### config.mk
export PLATFORM = sky130hd
export DESIGN_NAME = dmem_arbiter
export DESIGN_NICKNAME = d
export VERILOG_FILES = /design/src/rtl/dmem_arbiter.sv
export SDC_FILE = /design/constraint.sdc
export NUM_CORES = 1
export LEC_CHECK = 0
export CAP_MARGIN = 40
export CORE_ASPECT_RATIO = 2
export CORE_UTILIZATION = 43
export CTS_BUF_LIST = sky130_fd_sc_hd__clkbuf_2 sky130_fd_sc_hd__clkbuf_4 sky130_fd_sc_hd__clkbuf_8
export CTS_CLUSTER_DIAMETER = 60
export DETAILED_ROUTE_END_ITERATION = 12
export PLACE_DENSITY = 0.95
export SLEW_MARGIN = 10
export SYNTH_ARGS = -nofsm -noshare
export SYNTH_HDL_FRONTEND = slang
export SYNTH_SLANG_ARGS = --single-unit
### constraint.sdc
create_clock -name clk -period 5.1 [get_ports clk]
set_clock_uncertainty 0.15 [all_clocks]
set_input_delay 1.02 -clock clk [delete_from_list [all_inputs] [get_ports clk]]
set_output_delay 1.02 -clock clk [all_outputs]
set_load 0.05 [all_outputs]
### src/rtl/dmem_arbiter.sv
// dmem_arbiter
// Two-port round-robin arbiter and access sequencer in front of the
// single-ported 16-bit data memory. Port 0 is the CPU load/store unit and
// port 1 is the debug/DMA loader. One access is in flight at a time:
// grant (IDLE) -> memory cycle (ACCESS) -> completion pulse (DONE).
//
// Ports
//   clk, rst           system clock, asynchronous active-low reset
//   pN_req/we/addr/    request, op (1 = write), byte address, write data
//   pN_wdata
//   pN_gnt             request accepted this cycle (IDLE only)
//   pN_valid/err/      completion pulse, out-of-range flag, read data
//   pN_rdata
//   mem_rEnable/       memory strobes, driven for the single ACCESS cycle
//   mem_wEnable
//   mem_address/       latched address / write data of the current access
//   mem_wData
//   mem_rData          combinational read data from the memory
//
// state  | meaning
// IDLE   | waiting for a request; winner is granted and latched here
// ACCESS | one memory cycle with the latched address/data
// DONE   | completion pulse returned to the latched port
module dmem_arbiter #(
  parameter int          ADDR_W  = 16,
  parameter int          DATA_W  = 16,
  parameter int unsigned MEM_TOP = 10000
) (
  input  logic              clk,
  input  logic              rst,

  input  logic              p0_req,
  input  logic              p0_we,
  input  logic [ADDR_W-1:0] p0_addr,
  input  logic [DATA_W-1:0] p0_wdata,
  output logic              p0_gnt,
  output logic              p0_valid,
  output logic              p0_err,
  output logic [DATA_W-1:0] p0_rdata,

  input  logic              p1_req,
  input  logic              p1_we,
  input  logic [ADDR_W-1:0] p1_addr,
  input  logic [DATA_W-1:0] p1_wdata,
  output logic              p1_gnt,
  output logic              p1_valid,
  output logic              p1_err,
  output logic [DATA_W-1:0] p1_rdata,

  output logic              mem_rEnable,
  output logic              mem_wEnable,
  output logic [ADDR_W-1:0] mem_address,
  output logic [DATA_W-1:0] mem_wData,
  input  logic [DATA_W-1:0] mem_rData
);

  typedef enum logic [1:0] {IDLE, ACCESS, DONE} state_t;

  state_t            state;
  logic              prio;
  logic              port_q;
  logic              err_q;
  logic [ADDR_W-1:0] addr_q;
  logic [DATA_W-1:0] wdata_q;
  logic [DATA_W-1:0] rdata_q;

  logic              any_req;
  logic              win;
  logic              sel_we;
  logic [ADDR_W-1:0] sel_addr;
  logic [DATA_W-1:0] sel_wdata;
  logic [ADDR_W:0]   sel_last;
  logic              sel_ok;
  logic              done;

  // Winner: a lone requester wins outright, a tie goes to prio.
  always_comb begin
    any_req   = p0_req | p1_req;
    win       = (p0_req && p1_req) ? prio : p1_req;
    sel_we    = win ? p1_we    : p0_we;
    sel_addr  = win ? p1_addr  : p0_addr;
    sel_wdata = win ? p1_wdata : p0_wdata;
    // Second byte of the word must still be below MEM_TOP; widened so
    // 0xFFFF does not wrap back into range.
    sel_last  = {1'b0, sel_addr} + {{ADDR_W{1'b0}}, 1'b1};
    sel_ok    = 32'(sel_last) < MEM_TOP;
  end

  // Grant has to be visible in the same cycle the request is sampled, so
  // it is decoded from the current state rather than registered.
  assign p0_gnt = (state == IDLE) && any_req && !win;
  assign p1_gnt = (state == IDLE) && any_req &&  win;

  assign done     = (state == DONE);
  assign p0_valid = done && !port_q;
  assign p1_valid = done &&  port_q;
  assign p0_err   = p0_valid && err_q;
  assign p1_err   = p1_valid && err_q;
  assign p0_rdata = p0_valid ? rdata_q : '0;
  assign p1_rdata = p1_valid ? rdata_q : '0;

  assign mem_address = addr_q;
  assign mem_wData   = wdata_q;

  always_ff @(posedge clk or negedge rst) begin
    if (!rst) begin
      state       <= IDLE;
      prio        <= 1'b0;
      port_q      <= 1'b0;
      err_q       <= 1'b0;
      addr_q      <= '0;
      wdata_q     <= '0;
      rdata_q     <= '0;
      mem_rEnable <= 1'b0;
      mem_wEnable <= 1'b0;
    end else begin
      case (state)
        IDLE: begin
          if (any_req) begin
            port_q      <= win;
            prio        <= ~win;
            addr_q      <= sel_addr;
            wdata_q     <= sel_wdata;
            err_q       <= !sel_ok;
            // Strobes are set up here so they are high for exactly the
            // ACCESS cycle and never for an out-of-range address.
            mem_rEnable <= sel_ok && !sel_we;
            mem_wEnable <= sel_ok &&  sel_we;
            state       <= ACCESS;
          end
        end
        ACCESS: begin
          mem_rEnable <= 1'b0;
          mem_wEnable <= 1'b0;
          // Writes and errors report zero read data.
          rdata_q     <= mem_rEnable ? mem_rData : '0;
          state       <= DONE;
        end
        DONE: begin
          state <= IDLE;
        end
        default: begin
          state       <= IDLE;
          mem_rEnable <= 1'b0;
          mem_wEnable <= 1'b0;
        end
      endcase
    end
  end

endmodule

==> results.py <==
metrics = {
    "clock_network": {
        "cts_root_buffer": "clkbuf_8",
        "later_pin_clock_latency_in_the_skew_report_ps": 320,
        "cts_made_buffers": 5,
        "postcts_setup_bufs": 0,
        "holdBufCountCts": 0,
        "post_cts_resize_count": 0,
        "clock_sink_count": 55,
        "clock_tree_from_tritoncts": "done",
        "cts-root-to-sink-buffers": 2,
        "worst_setup_hold_path_clk_slew_ps": 100,
        "htree_num_levels": 2,
    },
    "yosys": {
        "share_of_the_yosys_chip_area_belonging_to_registers_pct": 48.39,
        "ys_warn_count": 0,
        "synth_area_um2": 2844,
        "syn-num-nets": 430,
        "synth_cell_type_count": 40,
        "ys_seq_elements": 55,
        "syn_area_per_cell_um2": 8.267,
        "synth_cells": 344,
    },
    "min_path": {
        "min-delay-path-class": "flop to flop",
    },
    "power_and_ir_drop": {
        "pwr-share-comb_pct": 58.4,
        "power.density_cell_area_nw_per_um2": 505.3,
        "power.net_switching_mw": 1.157,
        "p_leak_nw": 1.868,
        "irDropWorstVdd_mv": 0.2985,
        "clockPowerShare_pct": 10.8,
        "power.share.sequential_pct": 30.8,
        "p_sw_share_pct": 50.10,
        "power_report.internal_total_mw": 1.152,
    },
    "route": {
        "route.detailed.drc": 0,
        "via_count": 3059,
        "drt-total-wl_um": 8567,
        "avgViaCountPerCell": 5.274,
        "drt.antenna.violating_nets": 0,
        "drt_pass1_iterations": 5,
        "drt_iter0_markers": 137,
        "post_drt_wl_per_cell_um": 14.77,
    },
    "sta": {
        "finalMaxSlewViolations": 0,
        "slew_headroom_pct": 54.05,
        "fin_crit_sh_pct": 85.61,
        "maxClockFrequency_mhz": 229.0,
        "fin_tns_setup_ps": 0,
        "rsz0062_at_grt": "false",
        "fin_crit_ps": 4366,
        "finish_stage_setup_viols": 0,
        "final_hold_viol_count": 0,
        "tightest_slew_ps": 689.2,
    },
    "floorplan": {
        "boundaryPins": 158,
        "row_cnt": 41,
        "initial_core_util_pct": 44.71,
        "die_height_um": 117.0,
        "core_area_um2": 6361,
        "die_w_um": 59.51,
        "die_area_um2": 6963,
    },
    "grt": {
        "groute.usage.overall_pct": 25.62,
        "wire_length_of_the_first_global_routing_pass_um": 13400,
        "vias_in_the_first_global_route": 3029,
        "grt.overflow.total": 0,
        "antenna_found_initial": 0,
        "grt_max_degree": 56,
    },
    "setup_path": {
        "critical_path.endpoint_type": "primary output",
        "crit_path_top_delay_cell": "clkdlybuf4s50_1",
        "crit_fanout": 13,
        "crit_required_ps": 3930,
        "crit_type": "input pin to primary output",
        "start_kind": "input pin",
        "cp_cell_sequence": "clkdlybuf4s50_1 > nor2_1 > or3_1 > nor2_1 > clkdlybuf4s50_1",
        "timing.critical_path.slowest_cell_delay_ps": 820,
        "worst_ep_arrival_time_ps": 3200,
    },
    "placement": {
        "placement.io_buffers": 157,
        "hpwlAfterDp_um": 6812,
        "place.gp.congestion": 0.8296,
    },
    "layout": {
        "most-common-layout-cells": "clkdlybuf4s50_1 (155), nand2_1 (93), dfrtp_1 (55)",
        "final_nets": 579,
        "postLayoutCoreUtil_pct": 71.83,
        "drive_gt1_share_pct": 4.656,
        "layout.filler_cells": 503,
        "flow.area_growth_from_synthesis_pct": 60.67,
        "count_of_antenna_diodes_in_the_layout": 0,
        "layout_commonest_cell": "clkdlybuf4s50_1",
    },
    "flow_run": {
        "max-cap-violations": 0,
    },
    "run_status": {
        "status": "completed",
    },
}
==> cells in the mapped netlist (all sizes together) <==
cell,count,share of area (%)
nor2,42,5.6
a22oi,2,0.53
nand3,2,0.35
o21ai,25,4.4
and3b,1,0.31
o31ai,1,0.26
or3,2,0.44
nor2b,1,0.31
a211oi,3,0.79
o2bb2ai,1,0.31
o211a,1,0.35
or4,1,0.26
o211ai,1,0.26
o31a,1,0.31
o221ai,1,0.31
o2111a,1,0.40
xnor2,1,0.31
clkbuf,12,1.6
a31oi,27,5.9
buf,9,1.5
nand4,4,0.88
mux2i,4,1.4
nand2,93,12
nor4,2,0.44
a32oi,1,0.57
and2,35,7.7
a21boi,1,0.26
xor2,1,0.31
dfrtp,55,48
inv,4,0.53
nand2b,2,0.44
a21o,1,0.26
mux2,3,1.2
o21bai,2,0.53
nor3b,1,0.26
==> worst max-delay path, delay by kind of cell <==
| kind | cells | cell delay [ps] |
|---|---|---|
| buf+inv | 2 | 1390 |
| simple gates | 3 | 770 |
==> layout make-up <==
cell class / instances / area [um^2] / area share, %
timing repair buffer: 163 / 1613 / 35.30
sequential: 55 / 1376 / 30.12
multi-input combinational: 264 / 1365 / 29.87
tap: 86 / 107.6 / 2.355
clock buffer: 5 / 68.82 / 1.506
clock inverter: 3 / 23.77 / 0.5203
inverter: 4 / 15.01 / 0.3286
==> sequential cells by signal, summed over array words and instances, names as in the netlist <==
name / cells
mem_address: 16
mem_wData: 16
rdata_q: 16
state: 2
err_q: 1
mem_rEnable: 1
mem_wEnable: 1
port_q: 1
prio: 1
==> worst paths after layout <==
| check | start | end | slack, ps | depth (start not counted) |
|---|---|---|---|---|
| worst max-delay path | p1_req | p0_gnt | 730 | 5 |
| worst min-delay path | rdata_q[2]$_DFFE_PN0N_ | rdata_q[2]$_DFFE_PN0N_ | 350 | 2 |
| worst max register to register | state[1]$_DFFE_PN0N_ | mem_address[14]$_DFFE_PN0P_ | 2750 | 5 |
| worst min register to register | rdata_q[2]$_DFFE_PN0N_ | rdata_q[2]$_DFFE_PN0N_ | 350 | 2 |
| max in group asynchronous | rst | mem_address[4]$_DFFE_PN0P_ | 3670 | 2 |
| min in group asynchronous | rst | rdata_q[8]$_DFFE_PN0N_ | 660 | 2 |
==> stage by stage <==
step	hold WS, ps	setup slack [ps]	total power, mW	std cells	instance area (um^2)
after global routing	384.5	648.9	2.437	580	4569
after CTS	352.1	748.8	2.324	580	4569
final	347.0	733.9	2.309	580	4569
after floorplan	305.2	1624	1.579	344	2844
after global placement	317.4	788.3	2.021	571	4466
after detailed placement	327.6	755.7	2.071	572	4477
==> per-layer routing <==
metal	track usage (%)	part of all wire, %
met2	48.84	56
met1	24.23	33
met3	5.275	6.8
met4	14.26	4.3
met5	0	0
==> power groups by stage <==
stage / Sequential, mW / Combinational, mW / Clock [mW]
after floorplan: 1.15 / 0.431 / 0
after global placement: 0.707 / 1.31 / 0
after detailed placement: 0.718 / 1.35 / 0
after CTS: 0.710 / 1.36 / 0.258
after global routing: 0.731 / 1.43 / 0.274
final: 0.710 / 1.35 / 0.250
==> cell families (layout without fill, tap and decap cells) <==
logic type             Yosys count  after routing  share of synthesized area (%)
AO/OA/AOI/OAI                   69             69                          15.49
XOR/XNOR                         2              2                         0.6160
buffers and inverters           25            175                          3.608
flip-flops                      55             55                          48.39
multiplexers                     7              7                          2.596
AND/OR/NAND/NOR                186            186                          29.30
(Power assumes the default switching activity.)
